$ cat src/rtl/abellek_pkg.sv
// Shared types and constants for the main-memory arbiter / burst engine.
package abellek_pkg;

    localparam int KELIME_GENISLIK = 32;

    localparam logic [3:0] WSTRB_YAZ = 4'hF;
    localparam logic [3:0] WSTRB_OKU = 4'h0;

    typedef enum logic [1:0] {
        BOSTA = 2'd0,
        AKTAR = 2'd1,
        BITTI = 2'd2
    } durum_e;

endpackage

$ cat src/rtl/abellek_hakem_rr.sv
// Combinational request selector: fixed priority (client 0 first) or
// round robin starting the search at a supplied pointer, wrapping modulo N.
module hakem_rr #(
    parameter int N  = 2,
    parameter int IW = (N > 1) ? $clog2(N) : 1
) (
    input  logic [N-1:0]  istek_i,
    input  logic          mod_i,
    input  logic [IW-1:0] isaretci_i,
    output logic [N-1:0]  grant_o,
    output logic [IW-1:0] index_o,
    output logic          gecerli_o
);

    int            bas;
    int            aday;
    logic [IW-1:0] aday_k;

    // Scan N candidates from the start point and keep the first requester found.
    always_comb begin
        grant_o   = '0;
        index_o   = '0;
        gecerli_o = 1'b0;
        aday      = 0;
        aday_k    = '0;
        bas       = mod_i ? int'(isaretci_i) : 0;
        for (int i = 0; i < N; i++) begin
            aday = bas + i;
            if (aday >= N) begin
                aday = aday - N;
            end
            aday_k = IW'(aday);
            if (!gecerli_o && istek_i[aday_k]) begin
                gecerli_o       = 1'b1;
                grant_o[aday_k] = 1'b1;
                index_o         = aday_k;
            end
        end
    end

endmodule

$ cat src/rtl/abellek_hakem.sv
// Main-memory arbiter and burst engine: grants one cache client at a time and
// moves a whole block as successive 32-bit iomem transactions.
module abellek_hakem
    import abellek_pkg::*;
#(
    parameter int ISTEMCI_SAYISI = 2,
    parameter int OBEK_KELIME    = 4,
    parameter int ONCELIK_MODU   = 1
) (
    input  logic                                     clk_i,
    input  logic                                     rst_i,
    input  logic [ISTEMCI_SAYISI-1:0]                istek_i,
    input  logic [ISTEMCI_SAYISI-1:0]                yaz_i,
    input  logic [ISTEMCI_SAYISI*32-1:0]             adres_i,
    input  logic [ISTEMCI_SAYISI*OBEK_KELIME*32-1:0] yazilacak_obek_i,
    output logic                                     musait_o,
    output logic [ISTEMCI_SAYISI-1:0]                hazir_o,
    output logic [OBEK_KELIME*32-1:0]                okunan_obek_o,
    output logic                                     iomem_valid_o,
    output logic [3:0]                               iomem_wstrb_o,
    output logic [31:0]                              iomem_addr_o,
    output logic [31:0]                              iomem_wdata_o,
    input  logic                                     iomem_ready_i,
    input  logic [31:0]                              iomem_rdata_i
);

    localparam int N  = ISTEMCI_SAYISI;
    localparam int W  = KELIME_GENISLIK;
    localparam int BW = OBEK_KELIME * W;
    localparam int IW = (N > 1) ? $clog2(N) : 1;
    localparam int KW = (OBEK_KELIME > 1) ? $clog2(OBEK_KELIME) : 1;

    localparam logic [31:0]   HIZA_MASKE = 32'(OBEK_KELIME * 4 - 1);
    localparam logic [KW-1:0] SON_KELIME = KW'(OBEK_KELIME - 1);

    durum_e        durum_q, durum_d;
    logic [N-1:0]  grant_q, grant_d;
    logic [IW-1:0] idx_q, idx_d;
    logic [IW-1:0] ptr_q, ptr_d;
    logic          yaz_q, yaz_d;
    logic [31:0]   base_q, base_d;
    logic [BW-1:0] wblk_q, wblk_d;
    logic [BW-1:0] rblk_q, rblk_d;
    logic [KW-1:0] k_q, k_d;
    logic          musait_q, musait_d;
    logic [N-1:0]  hazir_q, hazir_d;
    logic [BW-1:0] okunan_q, okunan_d;
    logic          valid_q, valid_d;
    logic [3:0]    wstrb_q, wstrb_d;
    logic [31:0]   addr_q, addr_d;
    logic [31:0]   wdata_q, wdata_d;

    logic [N-1:0]  sec_grant;
    logic [IW-1:0] sec_idx;
    logic          sec_gecerli;

    hakem_rr #(
        .N  (N),
        .IW (IW)
    ) u_hakem_rr (
        .istek_i    (istek_i),
        .mod_i      (ONCELIK_MODU != 0),
        .isaretci_i (ptr_q),
        .grant_o    (sec_grant),
        .index_o    (sec_idx),
        .gecerli_o  (sec_gecerli)
    );

    // Next-state and next-output logic; outputs are precomputed so they leave registered.
    always_comb begin
        durum_d  = durum_q;
        grant_d  = grant_q;
        idx_d    = idx_q;
        ptr_d    = ptr_q;
        yaz_d    = yaz_q;
        base_d   = base_q;
        wblk_d   = wblk_q;
        rblk_d   = rblk_q;
        k_d      = k_q;
        musait_d = musait_q;
        hazir_d  = '0;
        okunan_d = okunan_q;
        valid_d  = valid_q;
        wstrb_d  = wstrb_q;
        addr_d   = addr_q;
        wdata_d  = wdata_q;

        case (durum_q)
            BOSTA: begin
                if (sec_gecerli) begin
                    grant_d  = sec_grant;
                    idx_d    = sec_idx;
                    yaz_d    = yaz_i[sec_idx];
                    base_d   = adres_i[W*sec_idx +: W] & ~HIZA_MASKE;
                    wblk_d   = yazilacak_obek_i[BW*sec_idx +: BW];
                    k_d      = '0;
                    durum_d  = AKTAR;
                    musait_d = 1'b0;
                    valid_d  = 1'b1;
                    wstrb_d  = yaz_d ? WSTRB_YAZ : WSTRB_OKU;
                    addr_d   = base_d;
                    wdata_d  = wblk_d[W-1:0];
                end
            end
            AKTAR: begin
                if (iomem_ready_i) begin
                    if (!yaz_q) begin
                        rblk_d[W*k_q +: W] = iomem_rdata_i;
                    end
                    if (k_q == SON_KELIME) begin
                        durum_d = BITTI;
                        hazir_d = grant_q;
                        valid_d = 1'b0;
                        wstrb_d = WSTRB_OKU;
                        addr_d  = '0;
                        wdata_d = '0;
                        if (!yaz_q) begin
                            okunan_d = rblk_d;
                        end
                    end else begin
                        k_d     = k_q + 1'b1;
                        addr_d  = base_q + 32'({k_d, 2'b00});
                        wdata_d = wblk_q[W*k_d +: W];
                    end
                end
            end
            BITTI: begin
                durum_d  = BOSTA;
                musait_d = 1'b1;
                ptr_d    = (idx_q == IW'(N - 1)) ? '0 : idx_q + 1'b1;
            end
            default: begin
                durum_d  = BOSTA;
                musait_d = 1'b1;
                valid_d  = 1'b0;
                wstrb_d  = WSTRB_OKU;
            end
        endcase
    end

    // State register; reset aborts any block in flight without a completion pulse.
    always_ff @(posedge clk_i or posedge rst_i) begin
        if (rst_i) begin
            durum_q  <= BOSTA;
            grant_q  <= '0;
            idx_q    <= '0;
            ptr_q    <= '0;
            yaz_q    <= 1'b0;
            base_q   <= '0;
            wblk_q   <= '0;
            rblk_q   <= '0;
            k_q      <= '0;
            musait_q <= 1'b1;
            hazir_q  <= '0;
            okunan_q <= '0;
            valid_q  <= 1'b0;
            wstrb_q  <= WSTRB_OKU;
            addr_q   <= '0;
            wdata_q  <= '0;
        end else begin
            durum_q  <= durum_d;
            grant_q  <= grant_d;
            idx_q    <= idx_d;
            ptr_q    <= ptr_d;
            yaz_q    <= yaz_d;
            base_q   <= base_d;
            wblk_q   <= wblk_d;
            rblk_q   <= rblk_d;
            k_q      <= k_d;
            musait_q <= musait_d;
            hazir_q  <= hazir_d;
            okunan_q <= okunan_d;
            valid_q  <= valid_d;
            wstrb_q  <= wstrb_d;
            addr_q   <= addr_d;
            wdata_q  <= wdata_d;
        end
    end

    assign musait_o      = musait_q;
    assign hazir_o       = hazir_q;
    assign okunan_obek_o = okunan_q;
    assign iomem_valid_o = valid_q;
    assign iomem_wstrb_o = wstrb_q;
    assign iomem_addr_o  = addr_q;
    assign iomem_wdata_o = wdata_q;

endmodule

$ cat config.mk
export PLATFORM = sky130hd
export DESIGN_NAME = abellek_hakem
export DESIGN_NICKNAME = d
export VERILOG_FILES = /design/src/rtl/abellek_pkg.sv /design/src/rtl/abellek_hakem_rr.sv /design/src/rtl/abellek_hakem.sv
export SDC_FILE = /design/constraint.sdc
export NUM_CORES = 1
export LEC_CHECK = 0
export CORE_MARGIN = 2
export CORE_UTILIZATION = 45
export DETAILED_ROUTE_END_ITERATION = 10
export GPL_ROUTABILITY_DRIVEN = 0
export HOLD_SLACK_MARGIN = 0.08
export PLACE_DENSITY = 0.74
export SLEW_MARGIN = 20
export SYNTH_ARGS = -nofsm -noshare
export SYNTH_HDL_FRONTEND = slang
export SYNTH_SLANG_ARGS = --single-unit
$ cat constraint.sdc
create_clock -name clk_i -period 21.6 [get_ports clk_i]
set_input_delay 4.32 -clock clk_i [delete_from_list [all_inputs] [get_ports clk_i]]
set_output_delay 4.32 -clock clk_i [all_outputs]
set_load 0.03 [all_outputs]
==> run_results.csv <==
group,metric,value,unit
setup_path,cp_max_fo,125,
floorplanning,core_area,0.0479,sq mm
clocking,postCtsHoldBufs,0,
setup_path,worstReg2RegStart,"durum_q[1]",
hold_path,holdPathStages,1,
synthesis,ys_seq_area_frac,0.556,
timing,maxSlewHeadroom,0.267,
synthesis,synth-edff-count,0,
setup_path,crit_path_end_kind,"flip-flop",
clocking,cts_buffer_depth,3,
floorplanning,start_util,0.458,
hold_path,holdPathEnd,"ptr_q",
routing,wire_per_inst,21.6,microns
clocking,cts_tree,"yes",
timing,setup-violations-final,0,
setup_path,r2r_end,"wblk_q[79]",
hold_path,min_path_type,"reg2reg",
run_status,status,"finished, final reports clean",
timing,finalMaxSlewViolations,0,
cells_and_area,final_util,0.612,
cells_and_area,area_growth,33.7,%
routing,post-route-drc-count,0,
routing,ant_nets,0,
timing,finalClockSkew,31.0,ps
timing,layout_min_cycle_time,8220,ps
clocking,clock-sinks,488,
global_route,grtUsageTotal,0.266,
cells_and_area,fin_area,0.0294,sq mm
setup_path,required,22010,ps
place,hpwl,45100,microns
floorplanning,fp.dieH,225,microns
setup_path,r2r_setup_slack,17700,ps
floorplanning,die_x,225,microns
synthesis,synth_top_family_by_area,"compound AO/OA/AOI/OAI gates",
floorplanning,die-area,0.0506,sq mm
timing,rsz0062_at_grt,"false",
power,power.density,151,mW/mm^2
global_route,antenna_found_initial,8,
clocking,cts_root_buf,"clkbuf_16",
synthesis,synth_ff_type,"dfrtp_1",
global_route,grt_max_degree,257,
synthesis,synth_area,0.0220,sq mm
synthesis,yosys-top-cells-area,"dfrtp_1 55%, mux2i_1 5.9%, a22o_1 5.1%",
timing,hold_ws,462,ps
clocking,clk_latency,610,ps
synthesis,synthMuxAreaShare,0.0916,
run,cap_violations,0,
timing,post-route-period-util,0.380,
synthesis,yosysWarnings,0,
place,port_buffers,548,
cells_and_area,fill_cells,3854,
global_route,grt_pass1_wl,104000,microns
synthesis,syn-mean-instance-area,10.6,sq um
cells_and_area,drive_above_1_share,0.0662,
setup_path,setup.worst_path.start_class,"primary input",
power,power.leakage,12.9,nW
place,placed_cell_area,0.0276,sq mm
clocking,clk_pin_slew_worst_paths,60,ps
hold_path,min_from,"idx_q",
synthesis,yosys.area_share.adder,0.00342,
synthesis,netlist.top_cell.by_area,"dfrtp_1",
floorplanning,ioPinCount,559,
synthesis,synth.top_cell.area_share,0.555,
global_route,grt_pass1_vias,17984,
clocking,cts_made_buffers,51,
clocking,htree_levels,2,
routing,firstDrtPassIters,8,
timing,fmax,122,MHz
routing,drtIter0Drc,1653,
timing,worst_slew_pin_slew,1100,ps
clocking,post_cts_buffers,0,
routing,vias,18092,
synthesis,synthXorXnorAreaFrac,0,
synthesis,synth_compound_area_frac,0.199,
synthesis,yosys.area_share.simple,0.104,
routing,viasPerCell,5.77,
setup_path,worstSetupPathType,"in2reg",
setup_path,r2r_cells,5,
global_route,grt-ovfl-total,0,
clocking,post_cts_resized,0,
power,ir_drop,0.0765,mV
setup_path,cp.arrival,8630,ps
synthesis,ys_types,40,
timing,finalSetupTns,0,ps
synthesis,ys_seq_elements,488,
synthesis,syn_inst,2066,
timing,timing_hold_violations_final,0,
routing,wl,67700,microns
floorplanning,rows,80,
cells_and_area,fin_nets,2843,
synthesis,synth-async-reset-ratio,1.00,
-- area by class of cell --
type,count,area (sq um),area share
clock inverters,23,319,0.0109
clock buffers,73,1480,0.0504
repair buffers,580,5770,0.196
flip-flops and latches,488,12200,0.416
diodes,1,2.50,0.0000852
inverters,3,18.8,0.000639
well taps,615,769,0.0262
multi-input cells,1354,8790,0.300
-- logic make-up after synthesis --
group                      Yosys count
AOI/OAI and AO/OA                  670
adders and majority gates            6
buffers and inverters              225
DFF                                488
muxes                              161
other                                1
and+or+nand+nor                    515
-- worst max-delay path by stage --
stage / endpoint / from
after floorplan: base_q[10] / rst_i
after global placement: wblk_q[23] / istek_i[1]
after detailed placement: wblk_q[83] / istek_i[1]
after CTS: wblk_q[79] / istek_i[1]
after global routing: wblk_q[90] / istek_i[1]
final: wblk_q[79] / istek_i[1]
-- critical path: stages --
cell and delay [ps]:
clkdlybuf4s50_1 400, buf_4 300, or2_2 640, nand2_4 720, buf_4 870, buf_4 900, o21ai_0 260
-- sequential cells by signal, summed over array words and instances (netlist names), 2 cells and up --
signal	flops
okunan_obek_o	128
rblk_q	128
wblk_q	128
iomem_wdata_o	32
iomem_addr_o	30
base_q	28
durum_q	2
grant_q	2
hazir_o	2
k_q	2
-- synthesized netlist by cell type (11+ instances only) --
cell and n:
a22oi_1 123, a21oi_1 157, o211ai_1 32, mux2i_1 129
dfrtp_1 487, nor3_1 32, buf_4 11, nand3b_1 28
a21boi_0 28, buf_1 16, buf_2 81, a22o_1 128
nor2_1 189, and3_1 34, mux4_2 32, o21ai_0 162
nand2_1 204, clkbuf_1 110, a31oi_1 29
-- power breakdown --
group / internal [mW] / leakage, nW / switching (mW)
Sequential: 1.33 / 6.16 / 0.252
Clock: 0.552 / 0.883 / 0.377
Combinational: 0.826 / 5.87 / 1.10
Total: 2.71 / 12.9 / 1.73
-- layer usage --
| metal | vias to the layer above | track usage | wire length [microns] |
|---|---|---|---|
| li1 | 8246 | - | - |
| met5 | - | 0 | 77 |
| met2 | 791 | 0.434 | 32800 |
| met4 | 12 | 0.0923 | 1980 |
| met3 | 118 | 0.0597 | 5320 |
| met1 | 8925 | 0.350 | 27400 |
-- per-stage QoR --
stage / cells / power, mW / worst slack, ps
2_1_floorplan: 2067 / 2.78 / 3660
3_3_place_gp: 3040 / 3.46 / 13010
3_5_place_dp: 3040 / 3.52 / 12890
4_1_cts: 3136 / 4.46 / 13510
5_1_grt: 3137 / 4.69 / 13080
6_report: 3137 / 4.44 / 13390
-- cell usage in the layout, fill, tap and decap left out, drive strengths merged, types with 3 or more instances in the layout --
| master | count |
|---|---|
| and2 | 7 |
| nand2b | 10 |
| mux2i | 129 |
| a22oi | 123 |
| nand2 | 204 |
| inv | 5 |
| dfrtp | 487 |
| o21ai | 162 |
| a32oi | 5 |
| nand3b | 28 |
| nor4b | 3 |
| clkbuf | 73 |
| clkinv | 13 |
| nor3 | 33 |
| o211ai | 32 |
| bufinv | 6 |
| a21oi | 157 |
| nor2 | 189 |
| clkdlybuf4s50 | 548 |
| a21boi | 28 |
| ha | 6 |
| buf | 32 |
| a22o | 128 |
| a32o | 3 |
| mux4 | 32 |
| and3 | 34 |
| a31oi | 29 |
(Power assumes the default switching activity.)
